File: config.mk
export PLATFORM = sky130hd
export DESIGN_NAME = adder_share_arb
export DESIGN_NICKNAME = d
export VERILOG_FILES = /design/src/rtl/adder_share_arb.sv
export SDC_FILE = /design/constraint.sdc
export NUM_CORES = 1
export LEC_CHECK = 0
export ABC_AREA = 1
export CAP_MARGIN = 5
export CORE_UTILIZATION = 47
export DETAILED_ROUTE_END_ITERATION = 6
export PLACE_DENSITY = 0.83
export SLEW_MARGIN = 20
export SYNTH_ARGS = -nofsm -noshare
export SYNTH_HDL_FRONTEND = slang
export SYNTH_SLANG_ARGS = --single-unit
File: constraint.sdc
create_clock -name clk -period 4 [get_ports clk]
set_input_delay 1.2 -clock clk [delete_from_list [all_inputs] [get_ports clk]]
set_output_delay 1.2 -clock clk [all_outputs]
set_load 0.05 [all_outputs]
File: src/rtl/adder_share_arb.sv
// adder_share_arb: one shared 32-bit adder time-multiplexed among NUM_REQ requesters.
// Each operation runs capture (IDLE) -> compute (CALC) -> respond (RESP). Requesters are
// picked round-robin, and the response carries the winning requester's id.
// Ports:
//   clk, rst             clock and synchronous active-high reset
//   req_valid/req_ready  per-requester handshake (req_ready is combinational, one-hot or 0)
//   req_a, req_b         packed operands, requester i in bits [32*i+31:32*i]
//   rsp_valid/rsp_ready  result handshake; rsp_id and rsp_sum held until it completes
//   busy                 high whenever the FSM is not in IDLE
//   op_count             completed responses, wraps
module adder_share_arb #(
    parameter int unsigned NUM_REQ = 4,
    parameter int unsigned ID_W    = $clog2(NUM_REQ),
    parameter int unsigned CNT_W   = 16
) (
    input  logic                    clk,
    input  logic                    rst,
    input  logic [NUM_REQ-1:0]      req_valid,
    output logic [NUM_REQ-1:0]      req_ready,
    input  logic [NUM_REQ*32-1:0]   req_a,
    input  logic [NUM_REQ*32-1:0]   req_b,
    output logic                    rsp_valid,
    input  logic                    rsp_ready,
    output logic [ID_W-1:0]         rsp_id,
    output logic [31:0]             rsp_sum,
    output logic                    busy,
    output logic [CNT_W-1:0]        op_count
);

    localparam int unsigned DW = 32;

    typedef enum logic [1:0] {
        IDLE = 2'd0,
        CALC = 2'd1,
        RESP = 2'd2
    } state_e;

    state_e            state_q;
    logic [ID_W-1:0]   rr_ptr_q;
    logic [ID_W-1:0]   id_q;
    logic [DW-1:0]     op_a_q;
    logic [DW-1:0]     op_b_q;
    logic [DW-1:0]     rsp_sum_q;
    logic [ID_W-1:0]   rsp_id_q;
    logic              rsp_valid_q;
    logic [CNT_W-1:0]  op_count_q;

    logic              gnt_found;
    logic [ID_W-1:0]   gnt_id;
    logic [ID_W-1:0]   rr_ptr_d;
    logic [DW-1:0]     add_sum;
    int unsigned       idx;

    // Round-robin winner: first valid requester scanning upward from rr_ptr, with wrap.
    always_comb begin
        gnt_found = 1'b0;
        gnt_id    = '0;
        idx       = 0;
        for (int unsigned i = 0; i < NUM_REQ; i++) begin
            idx = (32'(rr_ptr_q) + i) % NUM_REQ;
            if (!gnt_found && req_valid[idx[ID_W-1:0]]) begin
                gnt_found = 1'b1;
                gnt_id    = idx[ID_W-1:0];
            end
        end
    end

    // Grant only while idle and out of reset, so a non-valid requester never sees ready.
    always_comb begin
        req_ready = '0;
        if (!rst && state_q == IDLE && gnt_found) begin
            req_ready[gnt_id] = 1'b1;
        end
    end

    assign rr_ptr_d = (gnt_id == ID_W'(NUM_REQ - 1)) ? '0 : gnt_id + ID_W'(1);

    // The single adder instance.
    assign add_sum = op_a_q + op_b_q;

    // FSM and datapath registers.
    always_ff @(posedge clk) begin
        if (rst) begin
            state_q     <= IDLE;
            rr_ptr_q    <= '0;
            id_q        <= '0;
            op_a_q      <= '0;
            op_b_q      <= '0;
            rsp_sum_q   <= '0;
            rsp_id_q    <= '0;
            rsp_valid_q <= 1'b0;
            op_count_q  <= '0;
        end else begin
            case (state_q)
                IDLE: begin
                    if (gnt_found) begin
                        op_a_q   <= req_a[DW*gnt_id +: DW];
                        op_b_q   <= req_b[DW*gnt_id +: DW];
                        id_q     <= gnt_id;
                        rr_ptr_q <= rr_ptr_d;
                        state_q  <= CALC;
                    end
                end
                CALC: begin
                    // Response fields load only here so they keep their last values otherwise.
                    rsp_sum_q   <= add_sum;
                    rsp_id_q    <= id_q;
                    rsp_valid_q <= 1'b1;
                    state_q     <= RESP;
                end
                RESP: begin
                    if (rsp_ready) begin
                        rsp_valid_q <= 1'b0;
                        op_count_q  <= op_count_q + CNT_W'(1);
                        state_q     <= IDLE;
                    end
                end
                default: begin
                    state_q     <= IDLE;
                    rsp_valid_q <= 1'b0;
                end
            endcase
        end
    end

    assign rsp_valid = rsp_valid_q;
    assign rsp_sum   = rsp_sum_q;
    assign rsp_id    = rsp_id_q;
    assign op_count  = op_count_q;
    assign busy      = (state_q != IDLE);

endmodule
==> results.sh, run 1 <==
export IMPL_synthTopCellsByCount="515 x nand2_1, 218 x inv_1, 160 x nor2_1"
export IMPL_htreeDepth=4
export IMPL_p_total_mw=10.5
export IMPL_critical_path_arrival_ns=2.74
export IMPL_period_minus_slack_ns=3.94
export IMPL_grt_total_usage=0.345
export IMPL_cp_max_fo=4
export IMPL_antenna_found_initial=4
export IMPL_hold_path_class="register to register"
export IMPL_wl_um=36000
export IMPL_synth_top_cell_area_share=0.253
export IMPL_root_buffer="clkbuf_16"
export IMPL_sequentialPowerShare=0.180
export IMPL_drt_pass1_iter_count=6
export IMPL_syn_avg_cell_area_um2=5.86
export IMPL_start_util=0.485
export IMPL_stdcell_count=2197
export IMPL_drv_cap=0
export IMPL_yosysMostFrequentCell="nand2_1"
export IMPL_overflow=0
export IMPL_synthTopCellsByArea="dfxtp_1 25%, nand2_1 20%, inv_1 8.6%, nand4_1 6.7%, nand3_1 6.3%"
export IMPL_min_path_cells=2
export IMPL_r2r_start="rr_ptr_q[0]"
export IMPL_dieWidth_um=145
export IMPL_post_dp_cell_area_um2=12900
export IMPL_setup_slack_ns=0.0587
export IMPL_hold_buffers=0
export IMPL_outcome="completed"
export IMPL_yosys_register_bits=121
export IMPL_post_drt_wl_per_cell_um=16.4
export IMPL_synth_edf_count=0
export IMPL_grt_max_degree=89
export IMPL_gp_congestion=0.942
export IMPL_via_per_inst=5.26
export IMPL_p_per_area_nw_per_um2=767
export IMPL_clockPowerShare=0.147
export IMPL_ys_flop_type="dfxtp_1"
export IMPL_place_inst=2146
export IMPL_placementRows=51
export IMPL_p_sw_frac=0.531
export IMPL_r2r_slack_ns=0.65
export IMPL_vias=11554
export IMPL_worst_slew_pin_slew_ns=0.968
export IMPL_finalHoldViolCount=0
export IMPL_ios=319
export IMPL_netlist_instances=1631
export IMPL_drive_above_1_share=0.0856
export IMPL_grt_pass1_wl_um=54800
export IMPL_synth_fp_nets=1931
export IMPL_ant_nets=0
export IMPL_fmax_mhz=254
export IMPL_fin_nets=2214
export IMPL_clock_sinks=121
export IMPL_yosysSeqAreaShare=0.253
export IMPL_syn_area_um2=9560
export IMPL_hpwl_um=27200
export IMPL_required_ns=2.80
export IMPL_end_kind="output port"
export IMPL_final_cell_area_um2=13800
export IMPL_io_buffers=318
export IMPL_combPwrFrac=0.674
export IMPL_grt_pass1_vias=10297
export IMPL_p_int_mw=4.94
export IMPL_setup_viol=0
export IMPL_clockBufferDepth=2
export IMPL_fp_coreArea_um2=19700
export IMPL_fin_setup_tns_ns=0
export IMPL_min_from="id_q[0]"
export IMPL_dieArea_um2=20900
export IMPL_reg2reg_depth=20
export IMPL_min_to="rsp_id[0]"
export IMPL_startpoint_type="primary input"
export IMPL_power_switching_mw=5.60
export IMPL_die_h_um=145
export IMPL_synth_warnings=0
export IMPL_dp_slack_ns=-0.240
export IMPL_async_flop_share=0
export IMPL_fillers=1757
export IMPL_drc=0
export IMPL_p_leak_nw=6.91
export IMPL_rr_endpoint="op_b_q[2]"
export IMPL_path_class="primary input to output port"
export IMPL_synth_area_leader_cell="dfxtp_1"
export IMPL_area_growth_pct=43.8
export IMPL_tritoncts="done"
export IMPL_clock_latency_ns=0.44
export IMPL_drt_iter0_drc=887
export IMPL_ys_types=36
export IMPL_max_slew_margin_rel=0.355
export IMPL_skew_ns=0.0115
export IMPL_drv_slew=0
export IMPL_finalCritPeriodShare=0.985
export IMPL_clkSlewWorstSetupHoldPaths_ns=0.07
export IMPL_cts_buffers=17
export IMPL_ir_drop_mv=0.839
[worst max-delay path, cell delays in order]
cell and delay (ns):
dlygate4sd2_1 0.26, nand2_1 0.09, nand2_1 0.07, nand2_1 0.09, nand2_2 0.07, nor2_4 0.12, nand4_1 0.19, nand2_4 0.18
inv_4 0.06, ha_2 0.17, inv_2 0.06, nor2_4 0.04, buf_12 0.14
[cell usage in the layout (no fill, tap or decap), types with 7 or more instances in the layout]
| cell | synthesis | routed |
|---|---|---|
| clkbuf_16 | 0 | 17 |
| nand3_1 | 121 | 116 |
| inv_2 | 4 | 12 |
| buf_4 | 13 | 31 |
| a21oi_1 | 62 | 62 |
| nand4_1 | 102 | 102 |
| xor2_1 | 16 | 16 |
| o211ai_1 | 44 | 44 |
| nor2_1 | 160 | 155 |
| dfxtp_1 | 121 | 121 |
| ha_1 | 36 | 33 |
| nor3_1 | 16 | 16 |
| or2_2 | 42 | 42 |
| nand2_2 | 6 | 12 |
| nor2_4 | 1 | 7 |
| o21ai_0 | 58 | 57 |
| nand2_1 | 515 | 504 |
| inv_1 | 218 | 208 |
| inv_6 | 0 | 7 |
| clkdlybuf4s50_1 | 0 | 309 |
[flip-flops by register name, indices dropped and copies added, names as in the netlist]
signal	cells
rr_ptr_q	2
rsp_sum	32
op_b_q	32
op_a_q	32
op_count	16
rsp_valid	1
state_q	2
rsp_id	2
id_q	2
[worst max path at each step]
stage | start | end | slack [ns] | cells past startpoint
floorplan | req_valid[3] | req_ready[1] | -0.07 | 14
global placement | req_valid[1] | req_ready[2] | -0.18 | 14
detailed placement | req_valid[1] | req_ready[3] | -0.24 | 14
CTS | req_valid[1] | req_ready[2] | 0.09 | 14
global route | req_valid[2] | req_ready[2] | -0.03 | 14
finish | req_valid[2] | req_ready[2] | 0.06 | 13
[kinds of logic after synthesis]
| logic type | Yosys count | synth area share |
|---|---|---|
| AO/OA/AOI/OAI | 174 | 0.105 |
| XOR/XNOR | 17 | 0.0156 |
| adder cells (fa/ha/maj) | 37 | 0.0492 |
| buffers and inverters | 311 | 0.134 |
| AND/OR/NAND/NOR | 971 | 0.443 |
| flip-flops | 121 | 0.253 |
[metrics by stage]
stage | utilization | hold slack, ns
final | 0.698 | 0.483
after global routing | 0.697 | 0.514
after CTS | 0.692 | 0.483
after detailed placement | 0.654 | 0.473
after global placement | 0.654 | 0.463
after floorplan | - | 0.450
[metal layers]
layer | track usage | vias up | wire, µm
li1 | - | 5805 | -
met1 | 0.457 | 5203 | 15400
met5 | 0 | - | 0
met3 | 0.0596 | 67 | 2450
met2 | 0.557 | 479 | 17100
met4 | 0.131 | 0 | 1030
[area by class of cell]
cell class / instances / area (µm²) / area share
Antenna cell: 5 / 12.5 / 0.000910
Clock buffer: 17 / 425 / 0.0309
Clock inverter: 15 / 156 / 0.0114
Inverter: 223 / 845 / 0.0614
Multi-Input combinational cell: 1199 / 6050 / 0.440
Sequential cell: 121 / 2420 / 0.176
Tap cell: 265 / 332 / 0.0241
Timing Repair Buffer: 352 / 3510 / 0.255
[what timing repair did]
action | CTS | global route
setup buffers | 10 | 3
gates resized for setup | 39 | 12
setup endpoints to repair | 4 | 4
pin swaps | 12 | 6
[power by group through the flow]
| stage | logic [mW] | clock network, mW | registers, mW |
|---|---|---|---|
| 4_1_cts | 6.90 | 1.55 | 1.88 |
| 6_report | 7.11 | 1.55 | 1.89 |
| 3_3_place_gp | 6.57 | 0 | 1.90 |
| 3_5_place_dp | 6.61 | 0 | 1.91 |
| 2_1_floorplan | 4.48 | 0 | 2.18 |
| 5_1_grt | 7.85 | 1.62 | 1.92 |
(Power assumes the default switching activity.)
==> run 2: changes to the inputs <==
--- a/config.mk
+++ b/config.mk
@@ -6,7 +6,6 @@
 export NUM_CORES = 1
 export LEC_CHECK = 0
 export ABC_AREA = 1
-export CAP_MARGIN = 5
 export CORE_UTILIZATION = 47
 export DETAILED_ROUTE_END_ITERATION = 6
 export PLACE_DENSITY = 0.83
==> results of run 2 <==
Final layout, timing and power as in run 1 (identical DEF).
